===== config.mk =====
export PLATFORM = sky130hd
export DESIGN_NAME = adbg_module_sel_ctrl
export DESIGN_NICKNAME = d
export VERILOG_FILES = /design/src/rtl/adbg_module_sel_ctrl.sv
export SDC_FILE = /design/constraint.sdc
export NUM_CORES = 1
export LEC_CHECK = 0
export CORE_MARGIN = 1.5
export CORE_UTILIZATION = 36
export DETAILED_ROUTE_END_ITERATION = 6
export PLACE_DENSITY = 0.61
export SLEW_MARGIN = 0
export SYNTH_ARGS = -nofsm -noshare
export SYNTH_HDL_FRONTEND = slang
export SYNTH_SLANG_ARGS = --single-unit

===== constraint.sdc =====
create_clock -name tck_i -period 2.83 [get_ports tck_i]
set_clock_uncertainty 0.05 [all_clocks]
set_input_delay 0.566 -clock tck_i [delete_from_list [all_inputs] [get_ports tck_i]]
set_output_delay 0.566 -clock tck_i [all_outputs]
set_load 0.005 [all_outputs]

===== src/rtl/adbg_module_sel_ctrl.sv =====
// ============================================================================
// Module   : adbg_module_sel_ctrl
// Brief    : Debug-chain select controller: DR shift register, module ID,
//            select qualification/inhibit, one-hot selects and TDO mux.
// Revision : 1.0
// ============================================================================
`default_nettype none

module adbg_module_sel_ctrl #(
  parameter int NB_MODULES  = 4,
  parameter int MODID_WIDTH = 5,
  parameter int SHIFT_WIDTH = 64
) (
  input  logic                   tck_i,
  input  logic                   trstn_i,
  input  logic                   debug_select_i,
  input  logic                   capture_dr_i,
  input  logic                   shift_dr_i,
  input  logic                   pause_dr_i,
  input  logic                   update_dr_i,
  input  logic                   tdi_i,
  input  logic [NB_MODULES-1:0]  module_inhibit_i,
  input  logic [NB_MODULES-1:0]  module_tdo_i,
  output logic                   tdo_o,
  output logic [SHIFT_WIDTH-1:0] data_register_o,
  output logic [NB_MODULES-1:0]  module_select_o,
  output logic [MODID_WIDTH-1:0] module_id_o,
  output logic                   select_error_o,
  output logic                   inhibit_hit_o
);

  localparam int c_cnt_width  = $clog2(SHIFT_WIDTH + 1);
  localparam int c_stat_width = MODID_WIDTH + 2;
  localparam logic [c_cnt_width-1:0] c_max_cnt  = c_cnt_width'(SHIFT_WIDTH);
  localparam logic [c_cnt_width-1:0] c_min_bits = c_cnt_width'(MODID_WIDTH + 1);
  localparam logic [MODID_WIDTH:0]   c_nb_modules = (MODID_WIDTH + 1)'(NB_MODULES);

  typedef enum logic [1:0] {
    ST_IDLE  = 2'd0,
    ST_SHIFT = 2'd1,
    ST_PAUSE = 2'd2
  } state_t;

  state_t                  r_state;
  logic [SHIFT_WIDTH-1:0]  r_data_reg;
  logic [c_cnt_width-1:0]  r_bit_cnt;
  logic [c_stat_width-1:0] r_status;
  logic [MODID_WIDTH-1:0]  r_module_id;
  logic                    r_select_error;
  logic                    r_inhibit_hit;

  logic [MODID_WIDTH-1:0]  w_new_id;
  logic                    w_new_id_valid;
  logic                    w_id_valid;
  logic                    w_candidate;
  logic                    w_tdo;

  assign w_new_id       = r_data_reg[SHIFT_WIDTH-2 -: MODID_WIDTH];
  assign w_new_id_valid = ({1'b0, w_new_id} < c_nb_modules);
  assign w_id_valid     = ({1'b0, r_module_id} < c_nb_modules);
  // A select must carry at least the command bit plus a whole ID field.
  assign w_candidate    = ((r_state == ST_SHIFT) || (r_state == ST_PAUSE)) &&
                          r_data_reg[SHIFT_WIDTH-1] && (r_bit_cnt >= c_min_bits);

  always_ff @(posedge tck_i or negedge trstn_i) begin
    if (!trstn_i) begin
      r_state        <= ST_IDLE;
      r_data_reg     <= '0;
      r_bit_cnt      <= '0;
      r_status       <= '0;
      r_module_id    <= '0;
      r_select_error <= 1'b0;
      r_inhibit_hit  <= 1'b0;
    end else if (!debug_select_i) begin
      r_state <= ST_IDLE;
    end else if (update_dr_i) begin
      r_state <= ST_IDLE;
      if (w_candidate) begin
        if (|module_inhibit_i) begin
          r_inhibit_hit <= 1'b1;
        end else begin
          r_module_id    <= w_new_id;
          r_select_error <= !w_new_id_valid;
          r_inhibit_hit  <= 1'b0;
        end
      end
    end else begin
      case (r_state)
        ST_IDLE: begin
          if (capture_dr_i) begin
            r_state   <= ST_SHIFT;
            r_bit_cnt <= '0;
            r_status  <= {r_inhibit_hit, r_select_error, r_module_id};
          end
        end
        ST_SHIFT: begin
          if (pause_dr_i) begin
            r_state <= ST_PAUSE;
          end else if (shift_dr_i) begin
            r_data_reg <= {tdi_i, r_data_reg[SHIFT_WIDTH-1:1]};
            r_status   <= {1'b0, r_status[c_stat_width-1:1]};
            if (r_bit_cnt != c_max_cnt) begin
              r_bit_cnt <= r_bit_cnt + 1'b1;
            end
          end
        end
        ST_PAUSE: begin
          if (shift_dr_i) begin
            r_state <= ST_SHIFT;
          end
        end
        default: r_state <= ST_IDLE;
      endcase
    end
  end

  generate
    for (genvar gi = 0; gi < NB_MODULES; gi++) begin : g_select
      assign module_select_o[gi] = w_id_valid && (r_module_id == MODID_WIDTH'(gi));
    end
  endgenerate

  // With an invalid ID the status word is serialised instead of module data.
  always_comb begin
    w_tdo = r_status[0];
    for (int i = 0; i < NB_MODULES; i++) begin
      if (w_id_valid && (r_module_id == MODID_WIDTH'(i))) begin
        w_tdo = module_tdo_i[i];
      end
    end
  end

  assign tdo_o           = w_tdo;
  assign data_register_o = r_data_reg;
  assign module_id_o     = r_module_id;
  assign select_error_o  = r_select_error;
  assign inhibit_hit_o   = r_inhibit_hit;

endmodule

`default_nettype wire


==> flow_metrics.env <==
export IMPL_drc=0
export IMPL_antenna_cells=0
export IMPL_grt_ovfl_total=0
export IMPL_synthTopCellsByArea="dfrtp_1 59%, mux2_2 21%, mux2i_1 3.0%"
export IMPL_relSlewSlack=0.341
export IMPL_multi_input_area_sq_um=1440
export IMPL_cts_tree="yes"
export IMPL_drv_cap=0
export IMPL_cpLargestDelayFamily="simple AND/OR/NAND/NOR gates"
export IMPL_synthArstFlopShare=1.00
export IMPL_cts_resized=0
export IMPL_io_buffer_count=91
export IMPL_status="complete, no violations"
export IMPL_arrival_ns=2.00
export IMPL_grt_usage=0.144
export IMPL_cellLeakagePower_nw=2.29
export IMPL_min_period_over_period=0.923
export IMPL_clock_latency_ns=0.35
export IMPL_critPathBufInv=1
export IMPL_place_area_sq_um=4750
export IMPL_worst_setup_path_start_kind="flip-flop"
export IMPL_seq_area_sq_um=2180
export IMPL_syn_nets=293
export IMPL_area_growth_pct=33.4
export IMPL_io_pins=92
export IMPL_endpoint_kind="primary output"
export IMPL_fin_crit_ns=2.61
export IMPL_cp_cell_sequence="nor3_1 -> and3_1 -> nand2_1 -> nand2_1 -> clkdlybuf4s50_1"
export IMPL_clock_root_buffer="clkbuf_8"
export IMPL_nNetsFinal=386
export IMPL_synth_top_family_by_area="multiplexers"
export IMPL_drt_initial_drc_count=74
export IMPL_initial_core_util=0.374
export IMPL_fin_ws_ns=0.217
export IMPL_hold_viol=0
export IMPL_worst_path_max_fanout=5
export IMPL_pre_cts_ws_ns=0.169
export IMPL_dieHeight_microns=104
export IMPL_grt_pass1_wl_mm=12.5
export IMPL_fp_dieW_microns=104
export IMPL_max_freq_mhz=383
export IMPL_grt_max_degree=88
export IMPL_ant_nets=0
export IMPL_grt_pass1_vias=2478
export IMPL_path_common_cell="nand2_1"
export IMPL_synthCells=270
export IMPL_synthXorXnorAreaFrac=0
export IMPL_yosysWarnings=0
export IMPL_synth_edf_count=0
export IMPL_cpPeakStageDelay_ns=0.50
export IMPL_design_area_sq_um=4920
export IMPL_row_count=36
export IMPL_dp_hpwl_mm=4.86
export IMPL_antenna_found_initial=0
export IMPL_slew_viol_final=0
export IMPL_grt_most_used_layer="met2"
export IMPL_yosys_area_top_type_share=0.590
export IMPL_power_density_nw_per_um2=469
export IMPL_required_ns=2.21
export IMPL_n_fill_cell=870
export IMPL_path_class="flip-flop to primary output"
export IMPL_drive_above_1_share=0.258
export IMPL_wl_mm=7.47
export IMPL_setup_violations=0
export IMPL_routedWlPerCell_microns=14.9
export IMPL_ys_seq_area_frac=0.590
export IMPL_synth_cell_types=40
export IMPL_synth_mux_area_frac=0.240
export IMPL_synthAdderAreaFrac=0.0237
export IMPL_ys_seq_elements=87
export IMPL_grt_use_met2=0.218
export IMPL_netlist_area_sq_um=3690
export IMPL_path_clk_slew_ns=0.09
export IMPL_finalSetupTns_ns=0
export IMPL_grtUsageMet3=0.0564
export IMPL_via_per_inst=4.82
export IMPL_yosys_area_top_type="dfrtp_1"
export IMPL_tightest_slew_ns=0.988
export IMPL_cts_hold_buffers=0
export IMPL_ys_flop_type="dfrtp_1"
export IMPL_htree_levels=3
export IMPL_synth_simple_area_share=0.0769
export IMPL_dr_pass1_iters=5
export IMPL_synth_area_per_cell_sq_um=13.7
export IMPL_peakVddDrop_mv=0.249
export IMPL_cts_buffer_depth=2
export IMPL_met1_usage=0.185
export IMPL_p_total_mw=2.31
export IMPL_cts_buffers=9
export IMPL_vias=2414
export IMPL_core_area_sq_um=9860
export IMPL_gp_congestion=0.746
export IMPL_die_area_sq_um=10900
export IMPL_cts_setup_buffers=0
export IMPL_rsz0062_at_grt="no"
export IMPL_hp_class="input port to asynchronous set/reset pin"
export IMPL_critPathSlowestCell="clkdlybuf4s50_1"
export IMPL_cts_sinks=87
export IMPL_synth_compound_area_frac=0.0471
-- flip-flops by register name, indices dropped and copies added (netlist names) --
name	flops
r_state	2
r_bit_cnt	7
select_error_o	1
r_status	7
inhibit_hit_o	1
data_register_o	64
module_id_o	5
-- stage by stage --
stage / cells / util / hold WS (ns)
global route: 501 / 0.499 / 0.212
detailed placement: 485 / 0.482 / 0.426
finish: 501 / 0.499 / 0.181
floorplan: 270 / - / 0.220
CTS: 501 / 0.499 / 0.203
global placement: 485 / 0.482 / 0.417
-- cells in the final DEF (no fill, tap or decap), drive strengths merged, types with 4 or more instances in the layout --
master / netlist / routed
buf: 7 / 4
clkdlybuf4s50: 0 / 90
mux2i: 11 / 11
nor2: 6 / 6
o21ai: 9 / 9
clkbuf: 5 / 10
ha: 7 / 7
inv: 8 / 9
mux2: 69 / 69
nand2: 20 / 20
dfrtp: 87 / 87
-- power breakdown --
group,internal [mW],leakage (nW),total [mW],switching [mW]
combinational,0.0980,1.01,0.191,0.0934
sequential,1.28,1.20,1.34,0.0536
clock,0.322,0.0789,0.782,0.460
total,1.70,2.29,2.31,0.607
-- layer usage --
metal / part of all wire / vias up
met5: 0 / -
met4: 0.018 / 0
met3: 0.079 / 11
met2: 0.45 / 68
met1: 0.45 / 1192
li1: - / 1143
-- cells in the mapped netlist, drive strengths merged (2+ instances only) --
cell type / count
nand3: 3
nor3b: 2
o21ai: 9
mux2: 69
nand4b: 2
nor2: 6
nor3: 3
inv: 8
nand2: 20
mux2i: 11
nand2b: 3
o31ai: 2
dfrtp: 87
o311ai: 2
o211ai: 3
and3: 3
clkbuf: 5
ha: 7
or3: 2
buf: 7
-- kinds of logic (layout without fill, tap and decap cells) --
kind of cell               Yosys count  count (layout)
DFF                                 87              87
muxes                               80              80
and+or+nand+nor                     52              52
AOI/OAI and AO/OA                   24              24
buffers and inverters               20             118
adders and majority gates            7               7
-- cell type report --
class                      count  share of cell area
clock inverter                 6             0.00915
clock buffer                  10              0.0259
multi-input combinational    163               0.291
timing repair buffer          94               0.192
tap                          133              0.0338
inverter                       8             0.00610
sequential                    87               0.442
-- worst paths after layout --
kind                                start             endpoint  slack (ns)  cells past startpoint
min                               trstn_i   data_register_o[0]        0.18                      2
max reg2reg                    r_state[1]  data_register_o[60]        0.52                      5
max in group asynchronous         trstn_i  data_register_o[19]        2.17                      2
min in group tck_i            r_status[5]          r_status[5]        0.44                      2
min reg2reg                   r_status[5]          r_status[5]        0.44                      2
max                        module_id_o[3]                tdo_o        0.22                      5
Note: power is estimated with default switching activity, not from simulation.
